$ cat config.mk
export PLATFORM = sky130hd
export DESIGN_NAME = axi_llc_refill_r_master
export DESIGN_NICKNAME = d
export VERILOG_FILES = /design/src/rtl/axi_llc_refill_r_master.sv
export SDC_FILE = /design/constraint.sdc
export NUM_CORES = 1
export LEC_CHECK = 0
export CAP_MARGIN = 20
export CORE_AREA = 5 5 104 106
export CTS_BUF_LIST = sky130_fd_sc_hd__clkbuf_8
export DETAILED_ROUTE_END_ITERATION = 8
export DIE_AREA = 0 0 109 111
export PLACE_DENSITY_LB_ADDON = 0.25
export SYNTH_ARGS = -nofsm -noshare
export SYNTH_HDL_FRONTEND = slang
export SYNTH_SLANG_ARGS = --single-unit
$ cat constraint.sdc
create_clock -name clk_i -period 3.6 [get_ports clk_i]
set_clock_uncertainty 0.15 [all_clocks]
set_input_delay 0.72 -clock clk_i [delete_from_list [all_inputs] [get_ports clk_i]]
set_output_delay 0.72 -clock clk_i [all_outputs]
set_load 0.01 [all_outputs]
$ cat src/rtl/axi_llc_refill_r_master.sv
// ============================================================================
//  Module   : axi_llc_refill_r_master
//  Purpose  : AR/R manager of the LLC refill path. Accepts one refill
//             descriptor, issues a single INCR AR burst covering the whole
//             cache line, writes every R beat into the selected data way and
//             forwards the descriptor (with an error flag) downstream.
//  Options  : AXI_LLC_REFILL_ID_CHECK_EN - flag R beats whose ID != ArId.
//  Revision : 1.0 - initial release
// ============================================================================
`default_nettype none

module axi_llc_refill_r_master #(
    parameter int unsigned IdWidth      = 4,
    parameter int unsigned AddrWidth    = 32,
    parameter int unsigned DataWidth    = 64,
    parameter int unsigned NumWays      = 8,
    parameter int unsigned BeatsPerLine = 8,
    parameter int unsigned ArId         = 0,
    localparam int unsigned WayIdxW     = $clog2(NumWays),
    localparam int unsigned BeatW       = $clog2(BeatsPerLine)
) (
    input  logic                 clk_i,
    input  logic                 rst_i,
    // Descriptor input
    input  logic [AddrWidth-1:0] desc_addr_i,
    input  logic [WayIdxW-1:0]   desc_way_i,
    input  logic                 desc_refill_i,
    input  logic                 desc_valid_i,
    output logic                 desc_ready_o,
    // Descriptor output
    output logic [AddrWidth-1:0] desc_addr_o,
    output logic [WayIdxW-1:0]   desc_way_o,
    output logic                 desc_err_o,
    output logic                 desc_valid_o,
    input  logic                 desc_ready_i,
    // AXI AR channel
    output logic [IdWidth-1:0]   ar_id_o,
    output logic [AddrWidth-1:0] ar_addr_o,
    output logic [7:0]           ar_len_o,
    output logic [2:0]           ar_size_o,
    output logic [1:0]           ar_burst_o,
    output logic                 ar_valid_o,
    input  logic                 ar_ready_i,
    // AXI R channel
    input  logic [IdWidth-1:0]   r_id_i,
    input  logic [DataWidth-1:0] r_data_i,
    input  logic [1:0]           r_resp_i,
    input  logic                 r_last_i,
    input  logic                 r_valid_i,
    output logic                 r_ready_o,
    // Data way write port
    output logic [NumWays-1:0]   way_sel_o,
    output logic [BeatW-1:0]     way_beat_o,
    output logic [DataWidth-1:0] way_data_o,
    output logic                 way_valid_o,
    input  logic                 way_ready_i
);

    // Byte offset bits of a cache line; zeroed to form the burst start address.
    localparam int unsigned c_OFF_W = $clog2(BeatsPerLine * DataWidth / 8);

    localparam logic [AddrWidth-1:0] c_LINE_MASK = ~((AddrWidth'(1) << c_OFF_W) - AddrWidth'(1));
    localparam logic [BeatW-1:0]     c_LAST_BEAT = BeatW'(BeatsPerLine - 1);

    typedef enum logic [1:0] {
        ST_IDLE      = 2'd0,
        ST_SEND_AR   = 2'd1,
        ST_RECV_R    = 2'd2,
        ST_SEND_DESC = 2'd3
    } state_t;

    state_t                r_state;
    logic [AddrWidth-1:0]  r_addr;
    logic [WayIdxW-1:0]    r_way;
    logic [BeatW-1:0]      r_beat;
    logic                  r_err;

    logic                  w_r_hs;
    logic                  w_last_beat;
    logic                  w_id_err;
    logic                  w_beat_err;

    assign w_r_hs      = (r_state == ST_RECV_R) && r_valid_i && way_ready_i;
    assign w_last_beat = (r_beat == c_LAST_BEAT);

`ifdef AXI_LLC_REFILL_ID_CHECK_EN
    assign w_id_err = (r_id_i != IdWidth'(ArId));
`else
    // Without the ID check the R ID is intentionally ignored.
    logic w_unused_id;
    assign w_unused_id = ^r_id_i;
    assign w_id_err    = 1'b0;
`endif

    // r_resp_i[0] (EXOKAY/DECERR distinction) carries no meaning here.
    logic w_unused_resp;
    assign w_unused_resp = r_resp_i[0];

    // The line length comes from the counter; r_last only cross-checks it.
    assign w_beat_err = r_resp_i[1] | (r_last_i != w_last_beat) | w_id_err;

    // Control FSM: descriptor accept, AR issue, beat counting, descriptor hand-off.
    always_ff @(posedge clk_i) begin
        if (rst_i) begin
            r_state <= ST_IDLE;
            r_addr  <= '0;
            r_way   <= '0;
            r_beat  <= '0;
            r_err   <= 1'b0;
        end else begin
            case (r_state)
                ST_IDLE: begin
                    if (desc_valid_i) begin
                        r_addr  <= desc_addr_i;
                        r_way   <= desc_way_i;
                        r_err   <= 1'b0;
                        r_state <= desc_refill_i ? ST_SEND_AR : ST_SEND_DESC;
                    end
                end
                ST_SEND_AR: begin
                    if (ar_ready_i) begin
                        r_state <= ST_RECV_R;
                    end
                end
                ST_RECV_R: begin
                    if (w_r_hs) begin
                        r_err <= r_err | w_beat_err;
                        if (w_last_beat) begin
                            r_beat  <= '0;
                            r_state <= ST_SEND_DESC;
                        end else begin
                            r_beat <= r_beat + BeatW'(1);
                        end
                    end
                end
                ST_SEND_DESC: begin
                    if (desc_ready_i) begin
                        r_state <= ST_IDLE;
                    end
                end
                default: r_state <= ST_IDLE;
            endcase
        end
    end

    // Output decode; everything is forced low while reset is asserted.
    always_comb begin
        desc_ready_o = 1'b0;
        desc_valid_o = 1'b0;
        desc_addr_o  = '0;
        desc_way_o   = '0;
        desc_err_o   = 1'b0;
        ar_valid_o   = 1'b0;
        ar_id_o      = '0;
        ar_addr_o    = '0;
        ar_len_o     = '0;
        ar_size_o    = '0;
        ar_burst_o   = '0;
        r_ready_o    = 1'b0;
        way_valid_o  = 1'b0;
        way_sel_o    = '0;
        way_beat_o   = '0;
        way_data_o   = '0;
        if (!rst_i) begin
            desc_ready_o = (r_state == ST_IDLE);
            desc_valid_o = (r_state == ST_SEND_DESC);
            desc_addr_o  = r_addr;
            desc_way_o   = r_way;
            desc_err_o   = r_err;
            if (r_state == ST_SEND_AR) begin
                ar_valid_o = 1'b1;
                ar_id_o    = IdWidth'(ArId);
                ar_addr_o  = r_addr & c_LINE_MASK;
                ar_len_o   = 8'(BeatsPerLine - 1);
                ar_size_o  = 3'($clog2(DataWidth / 8));
                ar_burst_o = 2'b01;
            end
            if (r_state == ST_RECV_R) begin
                r_ready_o   = way_ready_i;
                way_valid_o = r_valid_i;
                if (r_valid_i) begin
                    way_sel_o  = NumWays'(1) << r_way;
                    way_beat_o = r_beat;
                    way_data_o = r_data_i;
                end
            end
        end
    end

endmodule

`default_nettype wire

Word-level counts from Yosys, hierarchy flattened
Index checks and enable logic that the tools add are counted.
{"block": "word_totals", "ff_bits": 41, "in_bits": 114, "output_inout_bits": 165, "word_cells": 66}
{"block": "op_classes", "add_sub_neg": 1, "n_eq_ne": 10, "n_shift": 1, "n_mux": 39, "n_bitwise": 2, "n_reduce_logical": 8}
{"cell": "64-bit two-way mux", "n": 3}
{"cell": "32-bit two-way mux", "n": 3}
{"cell": "8-bit two-way mux", "n": 3}
{"cell": "3-bit two-way mux", "n": 7}
{"cell": "2-bit two-way mux", "n": 8}
{"cell": "1-bit two-way mux", "n": 13}
{"cell": "2-bit inequality test, second input constant", "n": 5}
{"cell": "2-bit case mux with 4 select lines", "n": 1}
{"cell": "1-bit by 3-bit left shift with 8-bit output, first input constant", "n": 1}
{"cell": "5-bit AND reduction", "n": 1}
{"cell": "2-bit == test, second input constant", "n": 2}
{"cell": "2-bit AND reduction", "n": 2}
{"cell": "3-bit by 1-bit adder with 3-bit output, second input constant", "n": 1}
{"cell": "3-bit == test, second input constant", "n": 1}
{"cell": "3-bit AND reduction", "n": 1}
{"cell": "2-bit by 1-bit == test with 1-bit output, second input constant", "n": 1}
{"cell": "1-bit logical AND", "n": 2}
{"cell": "2-bit logical NOT", "n": 1}
{"cell": "1-bit OR", "n": 2}
{"cell": "1-bit case mux with 2 select lines", "n": 1}
{"cell": "2-bit nonzero test", "n": 1}
{"cell": "1-bit inequality test", "n": 1}

Depth between registers and ports, before layout
{"block": "depth", "depth_word": 6, "depth_mapped": 7, "mapped_depth_nobuf": 6}

Least setup slack after synthesis
Ideal clock, no wire load.
{"block": "synth_path", "path_kind": "in2out", "from": "in rst_i", "to": "out way_data_o[46]", "arrival_time_ps": 1641, "setup_slack_ps": 1089, "stages": 6, "n_path_buf": 2, "cell_sequence": "inv_1 > nand3_1 > inv_1 > buf_2 > clkbuf_1 > and2_1"}
{"block": "synth_via", "elab_chain_cells": 1}
{"item": "start, declared", "line": "23", "rtl": "input logic rst_i,"}
{"item": "64-bit two-way mux", "line": "164", "rtl": "if (!rst_i) begin"}
{"item": "end, declared", "line": "54", "rtl": "output logic [DataWidth-1:0] way_data_o,"}
Every way passes these cells.

Worst setup path in the final report
{"block": "layout_path", "from": "in r_valid_i", "to": "out way_data_o[39]"}
{"block": "layout_via", "elab_chain_cells": 3}
{"item": "start, declared", "line": "49", "rtl": "input logic r_valid_i,"}
{"item": "64-bit two-way mux", "line": "181", "rtl": "if (r_valid_i) begin"}
{"item": "64-bit two-way mux", "line": "178", "rtl": "if (r_state == ST_RECV_R) begin"}
{"item": "64-bit two-way mux", "line": "164"}
Every way passes these cells.

==> results_dict.tcl <==
set metrics [dict create \
    synth_cell_types 27 \
    dp.cells 745 \
    ctsHoldBuffers 0 \
    post-route-period-util_pct 93.5 \
    path_cells "clkdlybuf4s50_1 > nand3_1 > inv_1 > buf_12 > and2_1 > clkdlybuf4s50_1" \
    clkTransAtPathRegs_ns 0.08 \
    numPortBuffers 256 \
    startpoint_type "input port" \
    slowest_stage "clkdlybuf4s50_1" \
    cp_common_cell "clkdlybuf4s50_1" \
    yosys.area.top_type "dfxtp_1" \
    placedInstanceArea_um2 5300 \
    vdd_drop_max_mv 0.218 \
    die_x_um 109 \
    status "finished clean" \
    pin_count 279 \
    antenna_found_initial 0 \
    async_reset_ff_share_pct 0 \
    syn-cell-area_um2 2700 \
    drt_iter0_markers 67 \
    yosys_warnings 0 \
    initial_utilization_pct 27.9 \
    end_kind "output pin" \
    crit_buf_inv 4 \
    finalNonFillerCells 753 \
    min_path_type "reg2reg" \
    core-area_um2 9680 \
    synth_seq_cells 41 \
    num_rows 36 \
    grt_use_total_pct 18.0 \
    min_period_ns 3.37 \
    grt_pass1_wl_um 17300 \
    routed_wl_um 11400 \
    numCtsBuffers 5 \
    cts_tree "built" \
    power_density_nw_per_um2 325 \
    cts_sinks 41 \
    cts_resized 0 \
    fin_util_pct 55.6 \
    critPathMaxStageDelay_ns 0.55 \
    synth_ff_type "dfxtp_1" \
    dieArea_um2 12100 \
    root_buffer "clkbuf_8" \
    critPathArrivalTime_ns 2.50 \
    layout.nets 740 \
    wl_per_cell_um 15.2 \
    ant_nets 0 \
    drive_above_1_share_pct 3.71 \
    max_freq_ghz 0.297 \
    firstDrtPassIters 4 \
    gr-total-overflow 0 \
    critPathTopFamily "buffers and inverters" \
    ys_seq_area_share_pct 30.4 \
    cts_buffer_depth 2 \
    antenna_cells 0 \
    synth.most_common_cell "and2_1" \
    grt_pass1_vias 3137 \
    p_leak_nw 2.09 \
    synth.area.top_cells "dfxtp_1 (30%), and2_1 (22%), nand2_1 (10%), nor2b_1 (9.7%), a21oi_1 (6.9%)" \
    yosys.area.top_type_share_pct 30.4 \
    via_per_inst 4.15 \
    maxCapViolCount 0 \
    slew_violations 0 \
    finalSetupTns_ns 0 \
    setup_viol 0 \
    required_ns 2.73 \
    grt_setup_unrepaired "no" \
    drc_errors 0 \
    h-tree-depth 2 \
    die_y_um 111 \
    avgSynthCellArea_um2 7.15 \
    path_class "in2out" \
    synthCells 378 \
    synthTopCellsByCount "and2_1 (94), nand2_1 (73), nor2b_1 (42)" \
    place_congestion 0.856 \
    post-cts-setup-buffer-count 0 \
    area_growth_pct 99.4 \
    critical_path.max_fanout 59 \
    grt_max_degree 60 \
    stdcell_area_um2 5390 \
    dp_hpwl_um 9330 \
    synth_edf_count 0 \
    hold_viol 0 \
    vias 3122 \
    clock_latency_ns 0.28 \
]
## worst register-to-register path: stages, from the launching register on
cell	delay, ns
dfxtp_1	0.37
inv_1	0.10
ha_1	0.29
nor2b_1	0.16
or4_4	0.55
o311a_1	0.35
## per-stage QoR
stage | hold slack [ns] | total power, mW | worst slack, ns
6_report | 0.303 | 1.75 | 0.232
3_5_place_dp | 0.293 | 1.48 | 0.247
3_3_place_gp | 0.287 | 1.46 | 0.280
5_1_grt | 0.319 | 1.89 | 0.105
2_1_floorplan | 0.282 | 1.06 | 1.09
4_1_cts | 0.304 | 1.78 | 0.230
## cells in the final DEF (no fill, tap or decap), drive strengths merged, types with 5 or more instances in the layout
master,count
conb,17
clkdlybuf4s50,255
nand2,73
dfxtp,41
ha,7
and2,94
buf,10
nor2b,42
nor3,5
a21oi,37
clkbuf,5
nor2,9
inv,5
## cells by family after synthesis
family / Yosys count / synth area share, %
buffers and inverters: 51 / 10.3
multiplexers: 2 / 0.741
XOR/XNOR: 1 / 0.324
adder cells (fa/ha/maj): 7 / 3.24
flip-flops: 41 / 30.4
AO/OA/AOI/OAI: 43 / 8.71
other: 1 / 0.139
AND/OR/NAND/NOR: 232 / 46.1
## report_power, final
| part | internal, mW | switching, mW | leakage [nW] | total (mW) |
|---|---|---|---|---|
| clock network | 0.132 | 0.152 | 0.0491 | 0.284 |
| logic | 0.471 | 0.396 | 1.70 | 0.867 |
| registers | 0.541 | 0.0588 | 0.336 | 0.599 |
## final timing paths
path	from	endpoint	slack (ns)	depth (start not counted)
setup / recovery	r_valid_i	way_data_o[39]	0.23	6
hold / removal	r_addr[3]	r_addr[3]	0.30	2
setup reg to reg	r_state[0]	r_state[1]	1.51	5
hold reg to reg	r_addr[3]	r_addr[3]	0.30	2
## layout make-up
| cell class | instances | area, um^2 |
|---|---|---|
| clock buffers | 5 | 68.8 |
| clock inverters | 3 | 13.8 |
| fillers | 900 | 4300 |
| inverters | 4 | 15.0 |
| multi-input cells | 302 | 1660 |
| flip-flops and latches | 41 | 821 |
| well taps | 133 | 166 |
| repair buffers | 265 | 2640 |
## registers in the layout, indices dropped and copies added, names as in the netlist
name	flops
r_addr	32
r_err	1
r_state	2
r_way	3
r_beat	3
## metal layers
metal	vias up	part of all wire, %	GRT usage (%)
li1	1615	-	-
met1	1343	41	21.6
met2	148	47	30.1
met3	16	10	6.70
met4	0	1.7	4.29
met5	-	0	0
Power figures use the tool's default switching activity.
